## config.mk

```make
export PLATFORM = sky130hd
export DESIGN_NAME = uart_apb_master_flat
export DESIGN_NICKNAME = d
export VERILOG_FILES = /design/src/rtl/uart_apb_master_if.sv /design/src/rtl/uart_apb_master.sv /design/src/flat_wrapper.sv
export SDC_FILE = /design/constraint.sdc
export NUM_CORES = 1
export LEC_CHECK = 0
export CORE_UTILIZATION = 49
export CTS_BUF_LIST = sky130_fd_sc_hd__clkbuf_16
export CTS_CLUSTER_SIZE = 30
export DETAILED_ROUTE_END_ITERATION = 10
export PLACE_DENSITY = 0.91
export SYNTH_ARGS = -nofsm -noshare
export SYNTH_HDL_FRONTEND = slang
export SYNTH_SLANG_ARGS = --single-unit
```

## constraint.sdc

```tcl
create_clock -name PCLK -period 3.6 [get_ports PCLK]
set_input_delay 0.72 -clock PCLK [delete_from_list [all_inputs] [get_ports PCLK]]
set_output_delay 0.72 -clock PCLK [all_outputs]
set_load 0.05 [all_outputs]
```

## src/rtl/uart_apb_master_if.sv

```systemverilog
// Host command/response channels plus the APB requester port facing one UART core.
// master = this block's view; slave = host + UART core view.
interface uart_apb_master_if #(
    parameter int BITWIDTH  = 8,
    parameter int ADDRWIDTH = 2
);
    logic                 cmd_valid;
    logic                 cmd_ready;
    logic                 cmd_write;
    logic [ADDRWIDTH-1:0] cmd_addr;
    logic [BITWIDTH-1:0]  cmd_wdata;

    logic                 rsp_valid;
    logic                 rsp_ready;
    logic [BITWIDTH-1:0]  rsp_rdata;
    logic                 rsp_err;
    logic [7:0]           err_cnt;

    logic                 PSEL;
    logic                 PENABLE;
    logic [ADDRWIDTH-1:0] PADDR;
    logic                 PWRITE;
    logic [BITWIDTH-1:0]  PWDATA;
    logic [BITWIDTH-1:0]  PRDATA;
    logic                 PREADY;

    modport master (
        input  cmd_valid, cmd_write, cmd_addr, cmd_wdata, rsp_ready, PRDATA, PREADY,
        output cmd_ready, rsp_valid, rsp_rdata, rsp_err, err_cnt,
               PSEL, PENABLE, PADDR, PWRITE, PWDATA
    );

    modport slave (
        output cmd_valid, cmd_write, cmd_addr, cmd_wdata, rsp_ready, PRDATA, PREADY,
        input  cmd_ready, rsp_valid, rsp_rdata, rsp_err, err_cnt,
               PSEL, PENABLE, PADDR, PWRITE, PWDATA
    );
endinterface

```

## src/rtl/uart_apb_master.sv

```systemverilog
// APB3 requester for one UART core: single-beat host commands -> SETUP/ACCESS -> held response.
// Latency: cmd handshake at T -> rsp_valid at T+3 with no wait states; PREADY waits add cycles.
// Backpressure: cmd_ready only in IDLE; response held until rsp_ready; one transfer in flight.
module uart_apb_master #(
    parameter int BITWIDTH  = 8,
    parameter int ADDRWIDTH = 2,
    parameter int TIMEOUT   = 16
) (
    input  logic               PCLK,
    input  logic               PRESETN,
    uart_apb_master_if.master  bus
);
    typedef enum logic [1:0] {IDLE, SETUP, ACCESS, RESP} state_t;

    localparam int WCW = (TIMEOUT == 0) ? 1 : $clog2(TIMEOUT + 1);
    localparam logic [WCW-1:0] WAIT_LAST = WCW'((TIMEOUT == 0) ? 0 : TIMEOUT - 1);

    state_t                state_q, state_d;
    logic                  cmd_ready_q, cmd_ready_d;
    logic                  psel_q, psel_d;
    logic                  penable_q, penable_d;
    logic [ADDRWIDTH-1:0]  paddr_q, paddr_d;
    logic                  pwrite_q, pwrite_d;
    logic [BITWIDTH-1:0]   pwdata_q, pwdata_d;
    logic                  rsp_valid_q, rsp_valid_d;
    logic [BITWIDTH-1:0]   rsp_rdata_q, rsp_rdata_d;
    logic                  rsp_err_q, rsp_err_d;
    logic [7:0]            err_cnt_q, err_cnt_d;
    logic [WCW-1:0]        wait_cnt_q, wait_cnt_d;

    always_comb begin
        state_d     = state_q;
        cmd_ready_d = cmd_ready_q;
        psel_d      = psel_q;
        penable_d   = penable_q;
        paddr_d     = paddr_q;
        pwrite_d    = pwrite_q;
        pwdata_d    = pwdata_q;
        rsp_valid_d = rsp_valid_q;
        rsp_rdata_d = rsp_rdata_q;
        rsp_err_d   = rsp_err_q;
        err_cnt_d   = err_cnt_q;
        wait_cnt_d  = wait_cnt_q;

        case (state_q)
            IDLE: begin
                cmd_ready_d = 1'b1;
                if (bus.cmd_valid && cmd_ready_q) begin
                    state_d     = SETUP;
                    cmd_ready_d = 1'b0;
                    psel_d      = 1'b1;
                    paddr_d     = bus.cmd_addr;
                    pwrite_d    = bus.cmd_write;
                    // Reads leave PWDATA at the last written value.
                    pwdata_d    = bus.cmd_write ? bus.cmd_wdata : pwdata_q;
                    wait_cnt_d  = '0;
                end
            end
            SETUP: begin
                state_d   = ACCESS;
                penable_d = 1'b1;
            end
            ACCESS: begin
                if (bus.PREADY) begin
                    state_d     = RESP;
                    psel_d      = 1'b0;
                    penable_d   = 1'b0;
                    rsp_valid_d = 1'b1;
                    rsp_rdata_d = pwrite_q ? '0 : bus.PRDATA;
                    rsp_err_d   = 1'b0;
                end else begin
                    wait_cnt_d = wait_cnt_q + WCW'(1);
                    // Abort only when the final allowed ACCESS cycle also misses PREADY.
                    if ((TIMEOUT != 0) && (wait_cnt_q == WAIT_LAST)) begin
                        state_d     = RESP;
                        psel_d      = 1'b0;
                        penable_d   = 1'b0;
                        rsp_valid_d = 1'b1;
                        rsp_rdata_d = '0;
                        rsp_err_d   = 1'b1;
                        err_cnt_d   = (err_cnt_q == 8'hFF) ? err_cnt_q : err_cnt_q + 8'd1;
                    end
                end
            end
            RESP: begin
                if (bus.rsp_ready) begin
                    state_d     = IDLE;
                    rsp_valid_d = 1'b0;
                    cmd_ready_d = 1'b1;
                end
            end
            default: state_d = IDLE;
        endcase
    end

    always_ff @(posedge PCLK or negedge PRESETN) begin
        if (!PRESETN) begin
            state_q     <= IDLE;
            cmd_ready_q <= 1'b0;
            psel_q      <= 1'b0;
            penable_q   <= 1'b0;
            paddr_q     <= '0;
            pwrite_q    <= 1'b0;
            pwdata_q    <= '0;
            rsp_valid_q <= 1'b0;
            rsp_rdata_q <= '0;
            rsp_err_q   <= 1'b0;
            err_cnt_q   <= '0;
            wait_cnt_q  <= '0;
        end else begin
            state_q     <= state_d;
            cmd_ready_q <= cmd_ready_d;
            psel_q      <= psel_d;
            penable_q   <= penable_d;
            paddr_q     <= paddr_d;
            pwrite_q    <= pwrite_d;
            pwdata_q    <= pwdata_d;
            rsp_valid_q <= rsp_valid_d;
            rsp_rdata_q <= rsp_rdata_d;
            rsp_err_q   <= rsp_err_d;
            err_cnt_q   <= err_cnt_d;
            wait_cnt_q  <= wait_cnt_d;
        end
    end

    assign bus.cmd_ready = cmd_ready_q;
    assign bus.PSEL      = psel_q;
    assign bus.PENABLE   = penable_q;
    assign bus.PADDR     = paddr_q;
    assign bus.PWRITE    = pwrite_q;
    assign bus.PWDATA    = pwdata_q;
    assign bus.rsp_valid = rsp_valid_q;
    assign bus.rsp_rdata = rsp_rdata_q;
    assign bus.rsp_err   = rsp_err_q;
    assign bus.err_cnt   = err_cnt_q;
endmodule
```

## src/flat_wrapper.sv

```systemverilog
// flat-port wrapper written by rule: the top's interface ports become plain ports
module uart_apb_master_flat 
#(
    parameter int BITWIDTH  = 8,
    parameter int ADDRWIDTH = 2,
    parameter int TIMEOUT   = 16
)
  (PCLK, PRESETN, bus_cmd_valid, bus_cmd_write, bus_cmd_addr, bus_cmd_wdata, bus_rsp_ready, bus_PRDATA, bus_PREADY, bus_cmd_ready, bus_rsp_valid, bus_rsp_rdata, bus_rsp_err, bus_err_cnt, bus_PSEL, bus_PENABLE, bus_PADDR, bus_PWRITE, bus_PWDATA);
  uart_apb_master_if #(.BITWIDTH(BITWIDTH), .ADDRWIDTH(ADDRWIDTH)) bus_i ();
  input  logic PCLK;
  input  logic PRESETN;
  input wire logic [$bits(bus_i.cmd_valid)-1:0] bus_cmd_valid;
  input wire logic [$bits(bus_i.cmd_write)-1:0] bus_cmd_write;
  input wire logic [$bits(bus_i.cmd_addr)-1:0] bus_cmd_addr;
  input wire logic [$bits(bus_i.cmd_wdata)-1:0] bus_cmd_wdata;
  input wire logic [$bits(bus_i.rsp_ready)-1:0] bus_rsp_ready;
  input wire logic [$bits(bus_i.PRDATA)-1:0] bus_PRDATA;
  input wire logic [$bits(bus_i.PREADY)-1:0] bus_PREADY;
  output wire logic [$bits(bus_i.cmd_ready)-1:0] bus_cmd_ready;
  output wire logic [$bits(bus_i.rsp_valid)-1:0] bus_rsp_valid;
  output wire logic [$bits(bus_i.rsp_rdata)-1:0] bus_rsp_rdata;
  output wire logic [$bits(bus_i.rsp_err)-1:0] bus_rsp_err;
  output wire logic [$bits(bus_i.err_cnt)-1:0] bus_err_cnt;
  output wire logic [$bits(bus_i.PSEL)-1:0] bus_PSEL;
  output wire logic [$bits(bus_i.PENABLE)-1:0] bus_PENABLE;
  output wire logic [$bits(bus_i.PADDR)-1:0] bus_PADDR;
  output wire logic [$bits(bus_i.PWRITE)-1:0] bus_PWRITE;
  output wire logic [$bits(bus_i.PWDATA)-1:0] bus_PWDATA;
  assign bus_i.cmd_valid = bus_cmd_valid;
  assign bus_i.cmd_write = bus_cmd_write;
  assign bus_i.cmd_addr = bus_cmd_addr;
  assign bus_i.cmd_wdata = bus_cmd_wdata;
  assign bus_i.rsp_ready = bus_rsp_ready;
  assign bus_i.PRDATA = bus_PRDATA;
  assign bus_i.PREADY = bus_PREADY;
  assign bus_cmd_ready = bus_i.cmd_ready;
  assign bus_rsp_valid = bus_i.rsp_valid;
  assign bus_rsp_rdata = bus_i.rsp_rdata;
  assign bus_rsp_err = bus_i.rsp_err;
  assign bus_err_cnt = bus_i.err_cnt;
  assign bus_PSEL = bus_i.PSEL;
  assign bus_PENABLE = bus_i.PENABLE;
  assign bus_PADDR = bus_i.PADDR;
  assign bus_PWRITE = bus_i.PWRITE;
  assign bus_PWDATA = bus_i.PWDATA;
  uart_apb_master #(.BITWIDTH(BITWIDTH), .ADDRWIDTH(ADDRWIDTH), .TIMEOUT(TIMEOUT)) u_core (.PCLK(PCLK), .PRESETN(PRESETN), .bus(bus_i));
endmodule
```

* Word-level counts from Yosys, hierarchy flattened
Cells that the tools add are included.
** Storage, ports and cells
- Register bits after elaboration :: 39
- Bits in latches :: 0
- Memory bits (writable) :: 0
- Bits in read-only memories :: 0
- Bits of input ports :: 24
- Output and inout bits :: 32
- Word-level logic and storage cells :: 66
- Memories kept :: 0
** Operators by class
- $add $sub $neg :: 2
- $mul :: 0
- Divide/modulo/power cells :: 0
- $lt $le $gt $ge :: 0
- Equality and inequality tests :: 9
- Shift operators :: 0
- Mux-type cells :: 24
- Bitwise operators :: 2
- Reduce and logical (&&, ||, !) cells :: 17
** Operators by type and width (number)
- $mux W8 :: 3
- $reduce_and A3 Y1 :: 5
- $mux W5 :: 2
- $pmux W5 S2 :: 1
- $reduce_bool A2 Y1 :: 5
- $mux W1 :: 9
- $add A8 B1 Y8 const B :: 1
- $eq A8 B8 Y1 const B :: 1
- $mux W2 :: 4
- $pmux W1 S2 :: 4
- $pmux W2 S4 :: 1
- $reduce_and A2 Y1 :: 4
- $add A5 B1 Y5 const B :: 1
- $eq A5 B4 Y1 const B :: 1
- $eq A2 B2 Y1 const B :: 2
- $ne A2 B2 Y1 const B :: 2
- $reduce_and A4 Y1 :: 1
- $ne A3 B2 Y1 const B :: 1
- $eq A2 B1 Y1 const B :: 1
- $logic_not A2 Y1 :: 1
- $ne A2 B1 Y1 const B :: 1
- $not A1 Y1 :: 2
- $logic_and A1 B1 Y1 :: 1

* Longest topological paths before layout
- Depth after elaboration :: 4
- Mapped depth :: 7
- Depth with buffers taken out :: 7

* Worst setup path after synthesis
Ideal clock, no wire load.
- Kind :: reg-to-reg
- Start point :: reg u_core.wait_cnt_q[0]
- End point :: reg u_core.err_cnt_q[1], in the netlist u_core.bus.err_cnt[1]
- Library setup time :: 0.125 ns
- Data arrival time :: 1.684 ns
- Required time :: 3.475 ns
- Setup slack :: 1.791 ns
- Cell stages (with the launch flop) :: 7
- Buffers on the path :: 0
- Period minus slack after synthesis :: 1.809 ns
- Cell sequence :: dfrtp_1 ha_1 and3_1 ha_1 and3b_2 o21ai_2 mux2_2
** On the way
- Longest elaborated chain between the ends :: 2
** Ends and longest elaborated chain
- start: declaration :: RTL line uart_apb_master.sv:29 : logic [WCW-1:0] wait_cnt_q, wait_cnt_d;
- start signal: assignment :: RTL line uart_apb_master.sv:122 : wait_cnt_q <= wait_cnt_d;
- $eq A5 B4 Y1 :: RTL line uart_apb_master.sv:74 : if ((TIMEOUT != 0) && (wait_cnt_q == WAIT_LAST)) begin
- $reduce_and A4 Y1 (no line)
- end signal: assignment :: RTL line uart_apb_master.sv:121 : err_cnt_q <= err_cnt_d;
- end: declaration :: RTL line uart_apb_master.sv:28 : logic [7:0] err_cnt_q, err_cnt_d;
No other way between the ends.
A chain may end at the register's enable or synchronous reset.

* Final worst setup path
- Start point :: reg u_core.cmd_ready_q, in the netlist u_core.bus.cmd_ready
- End point :: out bus_cmd_ready
** RTL lines
- start: declaration :: RTL line uart_apb_master.sv:19 : logic cmd_ready_q, cmd_ready_d;
- start signal: assignment :: RTL line uart_apb_master.sv:112 : cmd_ready_q <= cmd_ready_d;
- end: declaration :: RTL line flat_wrapper.sv:19 : output wire logic [$bits(bus_i.cmd_ready)-1:0] bus_cmd_ready;
No word-level cell between the ends.

==> results.tsv <==
stage	metric	value	unit
sta	slew margin rel.	43.36	%
route	drt first pass iters	4	
worst_setup_path	CP endpoint kind	output pin	
floorplanning	Core ar.	3363	µm²
synthesis	YS warnings	0	
clocking	hold-fix buffers at CTS	0	
power	Clock Power Share	21.6	%
clocking	# Post-CTS Setup Buffers	0	
route	Vias/cell	5.234	
floorplanning	Starting Density	51.71	%
worst_setup_path	Critical Path AT	1.62	ns
synthesis	post-synth top area cell	dfrtp_1	
synthesis	sequential area share after synthesis	56.12	%
synthesis	post-synth top area share	56.12	%
route	routed len/inst	15.80	µm
worst_setup_path	WP buf/inv	1	
synthesis	Syn Nets	175	
worst_setup_path	Crit Path Class	reg -> out	
power	PwrDens	927.1	nW/µm²
sta	final hold violation count	0	
route	DR iter-0 viols	50	
worst_setup_path	crit-path cells	clkdlybuf4s50_1	
clocking	clk sinks	39	
floorplanning	Ports	56	
power	Leakage	0.001142	µW
power	P_int	1332	µW
floorplanning	die footprint	3791	µm²
layout	most frequent cells in the layout	clkdlybuf4s50_1 (54), dfrtp_1 (39), nand2_1 (15)	
synthesis	Cell Area, Synth	1739	µm²
sta	RSZ-0062 raised after global routing	no	
global_route	All-Layer GR Usage	24.67	%
sta	Least-Margin Pin Slew	0.8497	ns
floorplanning	Die Wd	61.58	µm
synthesis	Cell variety after synth	34	
global_route	grt ovf	0	
sta	final period utilization	65.03	%
layout	Syn-to-layout area delta	44.10	%
sta	setup violators final	0	
worst_setup_path	Critical Path RT	2.88	ns
clocking	Root Buffer	clkbuf_16	
worst_setup_path	worst r2r dst	u_core.bus.rsp_rdata[4]	
layout	antenna cells	0	
flow_run	maxcap violations	0	
global_route	number of global-route vias before repair	1372	
route	# DRC	0	
worst_setup_path	crit path capture	bus_cmd_ready	
min_path	Hold Crit Class	reg -> reg	
power	Seq pwr share	29.8	%
worst_setup_path	Critical-path top delay cell	clkdlybuf4s50_1	
layout	filler cell count	245	
worst_setup_path	Critical Path Stages	1	
worst_setup_path	R2R Setup Slk	1.66	ns
outcome	outcome	complete, no violations	
clocking	CTS tree	built	
global_route	initial antenna violation count	0	
sta	FMAX	0.4272	GHz
worst_setup_path	cells on worst reg2reg path	5	
synthesis	Area contributors post-synth	dfrtp_1 (56%), mux2_2 (7.1%), ha_1 (5.0%)	
floorplanning	Die H	61.58	µm
clocking	Skew-Pair Late Insertion Delay	0.28	ns
clocking	post-CTS resize count	0	
worst_setup_path	family with the most delay on the worst path	buffers and inverters	
power	Worst VDD drop	595.8	µV
worst_setup_path	Max FO, Critical Path	6	
power	NetSw	991.5	µW
synthesis	Syn Inst Count	144	
synthesis	Syn Area/Cell	12.08	µm²
worst_setup_path	critical path's largest stage delay	0.87	ns
global_route	first-pass GRT wire length	6.437	mm
route	via count	1319	
floorplanning	Placement Rows	21	
place	IO Port Bufs	55	
worst_setup_path	Startpoint Class	register	
sta	minimum clock period	2.341	ns
route	post-route ant nets	0	
place	post-DP HPWL	2.820	mm
synthesis	synthesized flop and latch total	39	
layout	most common cell after layout, fill and taps aside	clkdlybuf4s50_1	
route	DRT Wirelength	3.982	mm
sta	clk_skew	0.004267	ns
sta	Final TNS setup	0	ns
clocking	H-tree depth	2	
worst_setup_path	FF-to-FF Start	u_core.state_q[0]	
layout	layout cell share with drive strength beyond 1	14.56	%
global_route	pin count of the biggest net entering global routing	40	
power	switch share	42.68	%
place	gpl congestion	0.7755	
worst_setup_path	crit path from	u_core.bus.cmd_ready	
clocking	Clock transition at path regs	0.06	ns
sta	Slew Viols, Final	0	
sta	Hold WS	0.5037	ns
clocking	CTS Buf Count	5	
clocking	Max Buffers Root-to-Sink	2	
layout	fin nets	236	
power	Comb pwr share	48.7	%
[stage by stage]
step / total power (µW) / cell area (µm²) / instances / util (%) / worst slack (ns)
after global routing: 2443 / 2506 / 252 / 74.52 / 1.211
after CTS: 2346 / 2506 / 252 / 74.52 / 1.264
after detailed placement: 1822 / 2337 / 244 / 69.49 / 1.400
after global placement: 1782 / 2337 / 244 / 69.49 / 1.466
after floorplan: 1445 / 1739 / 144 / - / 1.791
final: 2323 / 2506 / 252 / 74.52 / 1.259
[kinds of logic after synthesis]
logic type      synth area share [%]
compound gates                 14.32
simple gates                   11.44
xor+xnor                       3.022
flops                          56.12
mux                            8.273
buf+inv                        1.799
fa+ha+maj                      5.036
[synthesized netlist by cell type]
master     count
a21bo_2        1
a21bo_4        1
a21boi_1       1
a21o_1         1
a21oi_1        6
a21oi_2        1
a22o_1         8
and3_1         2
and3b_2        1
buf_2          1
dfrtp_1       39
ha_1           7
inv_1          7
mux2_2        11
mux2i_1        2
nand2_1       15
nand2b_1       1
nand3_1        5
nand3b_1       2
nand4_1        1
nand4_2        2
nor2_1         4
nor2b_1        1
nor3_1         1
nor3_2         1
o211ai_1       1
o211ai_2       1
o21ai_0        9
o21ai_2        2
o21bai_1       1
o2bb2ai_1      1
or3_1          1
xnor2_1        2
xor2_1         4
[power by group through the flow]
stage	clock (µW)	sequential [µW]	combinational [µW]
after floorplan	0	1120	324
after global placement	0	681	1100
after detailed placement	0	695	1130
after CTS	511	691	1140
after global routing	531	708	1200
final	501	691	1130
[worst min path at each step]
stage	cells past startpoint	to	startpoint	slack [ns]
floorplan	0	u_core.bus.PADDR[0]	PRESETN	0.42
global placement	2	u_core.wait_cnt_q[4]	u_core.wait_cnt_q[4]	0.46
detailed placement	1	u_core.bus.rsp_rdata[1]	u_core.bus.rsp_rdata[1]	0.49
CTS	1	u_core.bus.PWDATA[3]	u_core.bus.PWDATA[3]	0.51
global route	1	u_core.bus.PWDATA[0]	u_core.bus.PWDATA[0]	0.52
finish	1	u_core.bus.PWDATA[3]	u_core.bus.PWDATA[3]	0.50
[state kept, by name, summed over array words and instances (netlist names), 2 cells and up]
register and count:
u_core.bus.err_cnt 8, u_core.bus.rsp_rdata 8, u_core.state_q 2, u_core.bus.PADDR 2
u_core.wait_cnt_q 5, u_core.bus.PWDATA 8
[per-layer routing]
layer  wire length, µm  vias to the layer above  track usage, %
met5                 0                        -               0
met2              2061                       43           40.25
met3               273                        4           9.874
met4                38                        0           9.524
li1                  -                      632               -
met1              1609                      640           29.32
[cell type report]
type | count | area, µm² | share of cell area, %
Sequential cell | 39 | 975.9 | 38.94
Clock inverter | 3 | 43.79 | 1.747
Clock buffer | 5 | 125.1 | 4.993
Tap cell | 46 | 57.56 | 2.297
Inverter | 7 | 26.28 | 1.048
Multi-Input combinational cell | 97 | 732.0 | 29.21
Timing Repair Buffer | 55 | 545.5 | 21.77
Power figures use the tool's default switching activity.
